File: src/rtl/pipeline_ctrl_if.sv
// Hazard-source inputs and latch-control outputs exchanged between the
// 5-stage datapath (master) and the pipeline sequencer (slave).
interface pipeline_ctrl_if #(
  parameter int unsigned CNT_W = 32
);
  logic             ihit;
  logic             dhit;
  logic             dREN_mem;
  logic             dWEN_mem;
  logic             PcSrc_mem;
  logic             JReg_ex;
  logic             JType_id;
  logic             MemToReg_ex;
  logic [4:0]       rd_ex;
  logic [4:0]       rs_id;
  logic [4:0]       rt_id;
  logic             uses_rt_id;
  logic             halt_mem;

  logic             pc_en;
  logic             ifid_en;
  logic             idex_en;
  logic             exmem_en;
  logic             memwb_en;
  logic             ifid_flush;
  logic             idex_flush;
  logic             exmem_flush;
  logic             memwb_flush;
  logic             halt_out;
  logic [CNT_W-1:0] stall_cnt;

  modport master (
    output ihit, dhit, dREN_mem, dWEN_mem, PcSrc_mem, JReg_ex, JType_id,
           MemToReg_ex, rd_ex, rs_id, rt_id, uses_rt_id, halt_mem,
    input  pc_en, ifid_en, idex_en, exmem_en, memwb_en,
           ifid_flush, idex_flush, exmem_flush, memwb_flush,
           halt_out, stall_cnt
  );

  modport slave (
    input  ihit, dhit, dREN_mem, dWEN_mem, PcSrc_mem, JReg_ex, JType_id,
           MemToReg_ex, rd_ex, rs_id, rt_id, uses_rt_id, halt_mem,
    output pc_en, ifid_en, idex_en, exmem_en, memwb_en,
           ifid_flush, idex_flush, exmem_flush, memwb_flush,
           halt_out, stall_cnt
  );
endinterface

File: src/rtl/pipeline_ctrl.sv
// Pipeline sequencer: one prioritised decision per cycle drives PC enable and
// the enable/flush pair of every pipeline latch, plus halt drain and stall count.
module pipeline_ctrl #(
  parameter int unsigned CNT_W = 32
) (
  input  logic            CLK,
  input  logic            nRST,
  pipeline_ctrl_if.slave  bus
);

  typedef enum logic [1:0] {RUN, DWAIT, DRAIN, HALTED} state_t;

  state_t           state_q, state_d;
  logic [CNT_W-1:0] cnt_q, cnt_d;

  logic dreq, dstall, lu;
  logic pc_en, ifid_en, idex_en, exmem_en, memwb_en;
  logic ifid_flush, idex_flush, exmem_flush, memwb_flush;

  assign dreq   = bus.dREN_mem | bus.dWEN_mem;
  assign dstall = dreq & ~bus.dhit;
  assign lu     = bus.MemToReg_ex & (bus.rd_ex != 5'd0) &
                  ((bus.rd_ex == bus.rs_id) |
                   (bus.uses_rt_id & (bus.rd_ex == bus.rt_id)));

  always_comb begin
    state_d     = state_q;
    pc_en       = 1'b1;
    ifid_en     = 1'b1;
    idex_en     = 1'b1;
    exmem_en    = 1'b1;
    memwb_en    = 1'b1;
    ifid_flush  = 1'b0;
    idex_flush  = 1'b0;
    exmem_flush = 1'b0;
    memwb_flush = 1'b0;

    unique case (state_q)
      RUN, DWAIT: begin
        // DWAIT shares RUN's rule table; only the next state differs, and a
        // pending halt is picked up on the cycle the data access completes.
        state_d = RUN;
        if (dstall) begin
          pc_en       = 1'b0;
          ifid_en     = 1'b0;
          idex_en     = 1'b0;
          exmem_en    = 1'b0;
          memwb_flush = 1'b1;
          state_d     = DWAIT;
        end else if (bus.halt_mem) begin
          pc_en       = 1'b0;
          exmem_flush = 1'b1;
          state_d     = DRAIN;
        end else if (bus.PcSrc_mem) begin
          ifid_flush  = 1'b1;
          idex_flush  = 1'b1;
          exmem_flush = 1'b1;
        end else if (bus.JReg_ex) begin
          ifid_flush  = 1'b1;
          idex_flush  = 1'b1;
        end else if (lu) begin
          pc_en       = 1'b0;
          ifid_en     = 1'b0;
          idex_flush  = 1'b1;
        end else if (bus.JType_id) begin
          ifid_flush  = 1'b1;
        end else if (!bus.ihit) begin
          pc_en       = 1'b0;
          ifid_flush  = 1'b1;
        end
      end
      DRAIN: begin
        pc_en    = 1'b0;
        ifid_en  = 1'b0;
        idex_en  = 1'b0;
        exmem_en = 1'b0;
        state_d  = HALTED;
      end
      HALTED: begin
        pc_en    = 1'b0;
        ifid_en  = 1'b0;
        idex_en  = 1'b0;
        exmem_en = 1'b0;
        memwb_en = 1'b0;
        state_d  = HALTED;
      end
      default: state_d = RUN;
    endcase
  end

  always_comb begin
    cnt_d = cnt_q;
    if ((state_q == RUN || state_q == DWAIT) && !pc_en && (cnt_q != '1))
      cnt_d = cnt_q + 1'b1;
  end

  always_ff @(posedge CLK or negedge nRST) begin
    if (!nRST) begin
      state_q <= RUN;
      cnt_q   <= '0;
    end else begin
      state_q <= state_d;
      cnt_q   <= cnt_d;
    end
  end

  assign bus.pc_en       = pc_en;
  assign bus.ifid_en     = ifid_en;
  assign bus.idex_en     = idex_en;
  assign bus.exmem_en    = exmem_en;
  assign bus.memwb_en    = memwb_en;
  assign bus.ifid_flush  = ifid_flush;
  assign bus.idex_flush  = idex_flush;
  assign bus.exmem_flush = exmem_flush;
  assign bus.memwb_flush = memwb_flush;
  assign bus.halt_out    = (state_q == HALTED);
  assign bus.stall_cnt   = cnt_q;

endmodule

File: src/flat_wrapper.sv
// flat-port wrapper written by rule: the top's interface ports become plain ports
module pipeline_ctrl_flat 
#(
  parameter int unsigned CNT_W = 32
)
  (CLK, nRST, bus_ihit, bus_dhit, bus_dREN_mem, bus_dWEN_mem, bus_PcSrc_mem, bus_JReg_ex, bus_JType_id, bus_MemToReg_ex, bus_rd_ex, bus_rs_id, bus_rt_id, bus_uses_rt_id, bus_halt_mem, bus_pc_en, bus_ifid_en, bus_idex_en, bus_exmem_en, bus_memwb_en, bus_ifid_flush, bus_idex_flush, bus_exmem_flush, bus_memwb_flush, bus_halt_out, bus_stall_cnt);
  pipeline_ctrl_if #(.CNT_W(CNT_W)) bus_i ();
  input  logic CLK;
  input  logic nRST;
  input wire logic [$bits(bus_i.ihit)-1:0] bus_ihit;
  input wire logic [$bits(bus_i.dhit)-1:0] bus_dhit;
  input wire logic [$bits(bus_i.dREN_mem)-1:0] bus_dREN_mem;
  input wire logic [$bits(bus_i.dWEN_mem)-1:0] bus_dWEN_mem;
  input wire logic [$bits(bus_i.PcSrc_mem)-1:0] bus_PcSrc_mem;
  input wire logic [$bits(bus_i.JReg_ex)-1:0] bus_JReg_ex;
  input wire logic [$bits(bus_i.JType_id)-1:0] bus_JType_id;
  input wire logic [$bits(bus_i.MemToReg_ex)-1:0] bus_MemToReg_ex;
  input wire logic [$bits(bus_i.rd_ex)-1:0] bus_rd_ex;
  input wire logic [$bits(bus_i.rs_id)-1:0] bus_rs_id;
  input wire logic [$bits(bus_i.rt_id)-1:0] bus_rt_id;
  input wire logic [$bits(bus_i.uses_rt_id)-1:0] bus_uses_rt_id;
  input wire logic [$bits(bus_i.halt_mem)-1:0] bus_halt_mem;
  output wire logic [$bits(bus_i.pc_en)-1:0] bus_pc_en;
  output wire logic [$bits(bus_i.ifid_en)-1:0] bus_ifid_en;
  output wire logic [$bits(bus_i.idex_en)-1:0] bus_idex_en;
  output wire logic [$bits(bus_i.exmem_en)-1:0] bus_exmem_en;
  output wire logic [$bits(bus_i.memwb_en)-1:0] bus_memwb_en;
  output wire logic [$bits(bus_i.ifid_flush)-1:0] bus_ifid_flush;
  output wire logic [$bits(bus_i.idex_flush)-1:0] bus_idex_flush;
  output wire logic [$bits(bus_i.exmem_flush)-1:0] bus_exmem_flush;
  output wire logic [$bits(bus_i.memwb_flush)-1:0] bus_memwb_flush;
  output wire logic [$bits(bus_i.halt_out)-1:0] bus_halt_out;
  output wire logic [$bits(bus_i.stall_cnt)-1:0] bus_stall_cnt;
  assign bus_i.ihit = bus_ihit;
  assign bus_i.dhit = bus_dhit;
  assign bus_i.dREN_mem = bus_dREN_mem;
  assign bus_i.dWEN_mem = bus_dWEN_mem;
  assign bus_i.PcSrc_mem = bus_PcSrc_mem;
  assign bus_i.JReg_ex = bus_JReg_ex;
  assign bus_i.JType_id = bus_JType_id;
  assign bus_i.MemToReg_ex = bus_MemToReg_ex;
  assign bus_i.rd_ex = bus_rd_ex;
  assign bus_i.rs_id = bus_rs_id;
  assign bus_i.rt_id = bus_rt_id;
  assign bus_i.uses_rt_id = bus_uses_rt_id;
  assign bus_i.halt_mem = bus_halt_mem;
  assign bus_pc_en = bus_i.pc_en;
  assign bus_ifid_en = bus_i.ifid_en;
  assign bus_idex_en = bus_i.idex_en;
  assign bus_exmem_en = bus_i.exmem_en;
  assign bus_memwb_en = bus_i.memwb_en;
  assign bus_ifid_flush = bus_i.ifid_flush;
  assign bus_idex_flush = bus_i.idex_flush;
  assign bus_exmem_flush = bus_i.exmem_flush;
  assign bus_memwb_flush = bus_i.memwb_flush;
  assign bus_halt_out = bus_i.halt_out;
  assign bus_stall_cnt = bus_i.stall_cnt;
  pipeline_ctrl #(.CNT_W(CNT_W)) u_core (.CLK(CLK), .nRST(nRST), .bus(bus_i));
endmodule
File: config.mk
export PLATFORM = sky130hd
export DESIGN_NAME = pipeline_ctrl_flat
export DESIGN_NICKNAME = d
export VERILOG_FILES = /design/src/rtl/pipeline_ctrl_if.sv /design/src/rtl/pipeline_ctrl.sv /design/src/flat_wrapper.sv
export SDC_FILE = /design/constraint.sdc
export NUM_CORES = 1
export LEC_CHECK = 0
export CAP_MARGIN = 20
export CORE_ASPECT_RATIO = 1.25
export CORE_MARGIN = 5
export CORE_UTILIZATION = 48
export DETAILED_ROUTE_END_ITERATION = 16
export PLACE_DENSITY = 0.83
export SLEW_MARGIN = 25
export SYNTH_ARGS = -nofsm -noshare
export SYNTH_HDL_FRONTEND = slang
export SYNTH_SLANG_ARGS = --single-unit
File: constraint.sdc
create_clock -name CLK -period 2.7 [get_ports CLK]
set_input_delay 0.405 -clock CLK [delete_from_list [all_inputs] [get_ports CLK]]
set_output_delay 0.405 -clock CLK [all_outputs]
set_load 0.01 [all_outputs]
; ---- After elaboration in Yosys (flattened, before gate mapping)
; Cells that the tools add are included.
[totals]
ff_bits = 34
inputBits = 27
output_inout_bits = 42
elab_cells = 64
[classes]
n_addsub = 1
n_eq_ne = 6
muxes = 40
bitwise_logic = 7
n_reduce_logical = 8
[ops]
columns = operator, n
row1 = $mux W1, 34
row2 = $add A32 B1 Y32 const B, 1
row3 = $ne A32 B32 Y1 const B, 1
row4 = $eq A5 B5 Y1, 2
row5 = $pmux W1 S2, 3
row6 = $reduce_bool A5 Y1, 1
row7 = $and A1 B1 Y1, 4
row8 = $eq A2 B2 Y1 const B, 2
row9 = $mux W2, 2
row10 = $pmux W2 S2, 1
row11 = $reduce_or A2 Y1, 2
row12 = $eq A2 B1 Y1 const B, 1
row13 = $logic_and A1 B1 Y1, 2
row14 = $logic_not A2 Y1, 1
row15 = $or A1 B1 Y1, 2
row16 = $logic_not A1 Y1, 1
row17 = $logic_or A1 B1 Y1, 1
row18 = $not A1 Y1, 1

; ---- Depth between registers and ports, before layout
[depth]
depth_word = 13
depth_mapped = 7
ltp_nobuf = 6

; ---- Worst setup path before layout
; Ideal clock, no wire load.
[synth_path]
path_type = input to output
startpoint = in bus_rd_ex[0]
endpoint = out bus_ifid_flush
arrival_time_ns = 1.529
required_time_ns = 2.295
slack_ns = 0.766
path_stages = 5
path_buffers = 0
path_cell_list = or4_1 o21ai_1 nand2b_1 o21ai_0 a21oi_1
[synth_between]
elab_chain_len = 10
word_cells_on_any_way = 13
classes_between = eq/ne: 2 / mux: 6 / bitwise: 4 / reduce/logical: 1
[synth_rtl]
columns = element, line_no
row1 = from (decl), flat_wrapper.sv:18  ; input wire logic [$bits(bus_i.rd_ex)-1:0] bus_rd_ex;
row2 = $eq A5 B5 Y1, pipeline_ctrl.sv:24  ; (bus.uses_rt_id & (bus.rd_ex == bus.rt_id)));
row3 = $and A1 B1 Y1, pipeline_ctrl.sv:24
row4 = $or A1 B1 Y1, pipeline_ctrl.sv:23  ; ((bus.rd_ex == bus.rs_id) |
row5 = $and A1 B1 Y1 *, pipeline_ctrl.sv:22  ; assign lu = bus.MemToReg_ex & (bus.rd_ex != 5'd0) &
row6 = $mux W1 *, pipeline_ctrl.sv:61  ; end else if (lu) begin
row7 = $mux W1 *, pipeline_ctrl.sv:58  ; end else if (bus.JReg_ex) begin
row8 = $mux W1 *, pipeline_ctrl.sv:54  ; end else if (bus.PcSrc_mem) begin
row9 = $mux W1 *, pipeline_ctrl.sv:50  ; end else if (bus.halt_mem) begin
row10 = $mux W1 *, pipeline_ctrl.sv:43  ; if (dstall) begin
row11 = $mux W1 *, pipeline_ctrl.sv:38  ; unique case (state_q)
row12 = to (decl), flat_wrapper.sv:28  ; output wire logic [$bits(bus_i.ifid_flush)-1:0] bus_ifid_flush;
; Mark *: on every way between the ends. The rest lies on a longest branch, timed or not.

; ---- Final worst setup path
[layout_path]
startpoint = in bus_rd_ex[0]
endpoint = out bus_pc_en
[layout_between]
elab_chain_len = 10
word_cells_on_any_way = 13
classes_between = eq/ne: 2 / mux: 6 / bitwise: 4 / reduce/logical: 1
[layout_rtl]
columns = element, line_no
row1 = $eq A5 B5 Y1, pipeline_ctrl.sv:24
row2 = $and A1 B1 Y1, pipeline_ctrl.sv:24
row3 = $or A1 B1 Y1, pipeline_ctrl.sv:23
row4 = $and A1 B1 Y1 *, pipeline_ctrl.sv:22
row5 = $mux W1 *, pipeline_ctrl.sv:61
row6 = $mux W1 *, pipeline_ctrl.sv:58
row7 = $mux W1 *, pipeline_ctrl.sv:54
row8 = $mux W1 *, pipeline_ctrl.sv:50
row9 = $mux W1 *, pipeline_ctrl.sv:43
row10 = $pmux W1 S2 *, pipeline_ctrl.sv:38
row11 = to (decl), flat_wrapper.sv:23  ; output wire logic [$bits(bus_i.pc_en)-1:0] bus_pc_en;
; Marked as above.

==> impl_results.md <==
- Status: complete, no violations
- Core Area: 3780 um2
- Synth Area in Compound Gates: 4.63%
- Largest net degree at the start of global routing: 35
- Max Slew Vio Count: 0
- # DRC: 0
- Max-Cap Viols: 0
- Port Buffers: 68
- RSZ-0062 raised after global routing: false
- R2r worst-path depth: 6
- Syn Inst Count: 186
- Clock insertion delay at the later pin of the skew report: 0.28 ns
- Post-synthesis adder-cell area fraction: 0.662%
- Detailed Place HPWL: 3500 um
- Final worst-path cycle share: 95.9%
- Crit path time final: 2.59 ns
- P_leak: 1.17 nW
- Critical-path cell list: clkdlybuf4s50_1 > or4_1 > o21ai_2 > nand2b_4 > o21ai_0 > a21oi_1 > clkdlybuf4s15_1
- Worst setup path class: in -> out
- First-pass GRT wire length: 7940 um
- TritonCTS clock tree: done
- Initial antenna violation count: 0
- Vias: 1,720
- Nets: 294
- Grt met3 use: 7.13%
- Syn Nets: 214
- Placed cell count: 312
- GR Util met2: 33.7%
- Required @ worst endpoint: 2.30 ns
- Detailed router's first-iteration violation count: 68
- Max VDD drop: 0.222 mV
- CTS Hold Bufs: 0
- WP depth: 7
- Largest family of logic cells by synthesized area: simple AND/OR/NAND/NOR gates
- Unique masters post-synth: 35
- Antenna Nets Post-Route: 0
- Routed wire length: 4680 um
- Crit-path slowest cell: or4_1
- Avg Cell Area, Syn: 10.2 um2
- Worst-path clk slew: 0.06 ns
- Mux cell area share after synthesis: 0.596%
- Fin Hold WS: 0.495 ns
- Met1 Use GR: 20.2%
- Clock buffer depth: 2
- Final Hold Viols: 0
- Hold Path Class: reg -> reg
- Cts bufs inserted: 5
- Root Buffer: clkbuf_8
- Power Dens Cells: 410 nW/um2
- # rows: 25
- Register bit total from synthesis: 34
- Drt pass-1 iters: 4
- Vias in the first global route: 1,833
- FF-to-FF setup slack: 0.52 ns
- Simple-gate area share of the yosys netlist: 27.0%
- Most frequent cells in the layout: clkdlybuf4s50_1 (64), xnor2_1 (38), dfrtp_1 (34), nand4_1 (22), nand3_1 (14)
- Register area share after synthesis: 45.0%
- Nature of the critical path endpoint: primary output
- Critical Path Fanout Max: 4
- Mapped Area: 1890 um2
- Share of post-route cells with drive strength above 1: 10.1%
- Pre-CTS setup slack: -0.240 ns
- Post-synthesis xor/xnor area fraction: 19.0%
- Die H: 80.2 um
- Depth of the CTS H-tree: 2
- Top Usage Layer GRT: met2
- Most common cell after layout, fill and taps aside: clkdlybuf4s50_1
- Die W: 66.1 um
- Final setup margin: 0.110 ns
- Area Growth Syn to Fin: 47.0%
- Total GRT Usage: 19.2%
- Antenna cells: 0
- Worst Max-Slew Pin Slew: 0.557 ns
- Worst path top cell family by delay: simple AND/OR/NAND/NOR gates
- Top-Level Pins: 69
- Crit-path max cell delay: 0.55 ns
- Post-DR vias/cell: 5.36
- Crit start category: input pin
- Setup violators final: 0
- Initial Util: 50.0%
- WP data arrival: 2.19 ns
- Final Non-Filler Cells: 321
- Full die area: 5300 um2
- Hold Path Stages: 1
- RD Place Congestion: 0.767
- Slew HR: 61.9%
- Yosys Warn Count: 0
- Fin Clk Skew: 0.00364 ns
- Buf/Inv on CP: 2
- Setup TNS: 0 ns
- Maximum clock rate: 0.386 GHz
- Avg WL per Cell: 14.6 um
- GRT overflow: 0
- Clk sinks: 34
==> report_power, final <==
group	total (mW)	internal, mW	switching [mW]
registers	0.559	0.530	0.0284
clock network	0.380	0.205	0.175
logic	0.201	0.114	0.0875
total	1.14	0.850	0.291
==> what timing repair did <==
item                       CTS  global route
pin swaps                    1             1
setup endpoints to repair    4             3
resized for setup            6             4
buffers inserted             0             1
hold endpoints to repair     0             0
==> per-stage QoR <==
step / power, mW / instance area [um2] / util, %
finish: 1.14 / 2780 / 73.4
global route: 1.20 / 2780 / 73.4
CTS: 1.15 / 2770 / 73.2
detailed placement: 0.766 / 2670 / 70.4
global placement: 0.764 / 2670 / 70.4
floorplan: 0.638 / 1890 / -
==> flip-flops by register name, indices dropped and copies added (netlist names) <==
| register | cells |
|---|---|
| u_core.bus.stall_cnt | 32 |
| u_core.state_q | 2 |
==> layout make-up <==
| class | count | area [um2] |
|---|---|---|
| clock buffers | 7 | 86.3 |
| inverters | 5 | 18.8 |
| clock inverters | 1 | 5.00 |
| repair buffers | 78 | 752 |
| multi-input cells | 142 | 998 |
| fillers | 271 | 1010 |
| flip-flops and latches | 34 | 851 |
| well taps | 54 | 67.6 |
==> logic make-up (layout without fill, tap and decap cells) <==
group | count (synthesis) | count (layout)
simple gates | 87 | 87
buf+inv | 10 | 91
xor+xnor | 41 | 41
compound gates | 12 | 12
fa+ha+maj | 1 | 1
mux | 1 | 1
flops | 34 | 34
==> cell usage after synthesis <==
cell type	instances	share of area [%]
mux2_1	1	0.60
buf_4	1	0.40
inv_1	5	0.99
or4_1	1	0.40
o21ai_0	2	0.53
xnor2_1	38	18
nand2_1	6	1.2
nor3_2	1	0.53
buf_2	2	0.53
ha_1	1	0.66
nor4_1	1	0.33
nand2_2	2	0.66
and3_1	12	4.0
and2_1	2	0.66
a21o_1	1	0.40
nor3_1	2	0.53
o21ai_1	1	0.26
o41a_1	1	0.60
and2_0	1	0.33
o2bb2ai_2	1	0.79
xor2_1	3	1.4
or2_2	1	0.33
nor2_1	11	2.2
and4_1	8	3.7
buf_6	2	1.2
dfrtp_1	34	45
nand4_1	22	7.3
a2111oi_0	1	0.46
nand3_1	14	3.7
a21oi_2	1	0.46
o22ai_1	1	0.33
a21oi_1	3	0.79
nand2b_1	1	0.33
and4b_1	1	0.53
or3_1	1	0.33
==> path summary, 6_finish.rpt <==
kind	to	startpoint
max	bus_pc_en	bus_rd_ex[0]
min	u_core.bus.stall_cnt[30]	u_core.bus.stall_cnt[30]
max reg2reg	u_core.bus.stall_cnt[1]	u_core.bus.stall_cnt[2]
min reg2reg	u_core.bus.stall_cnt[30]	u_core.bus.stall_cnt[30]
max in group asynchronous	u_core.bus.stall_cnt[24]	nRST
min in group asynchronous	u_core.bus.stall_cnt[14]	nRST
==> routing by layer <==
layer | vias up | share of wire (%)
met5 | - | 0
met4 | 0 | 1.3
met3 | 5 | 9.2
met2 | 83 | 52
met1 | 794 | 38
li1 | 838 | -
Power figures use the tool's default switching activity.
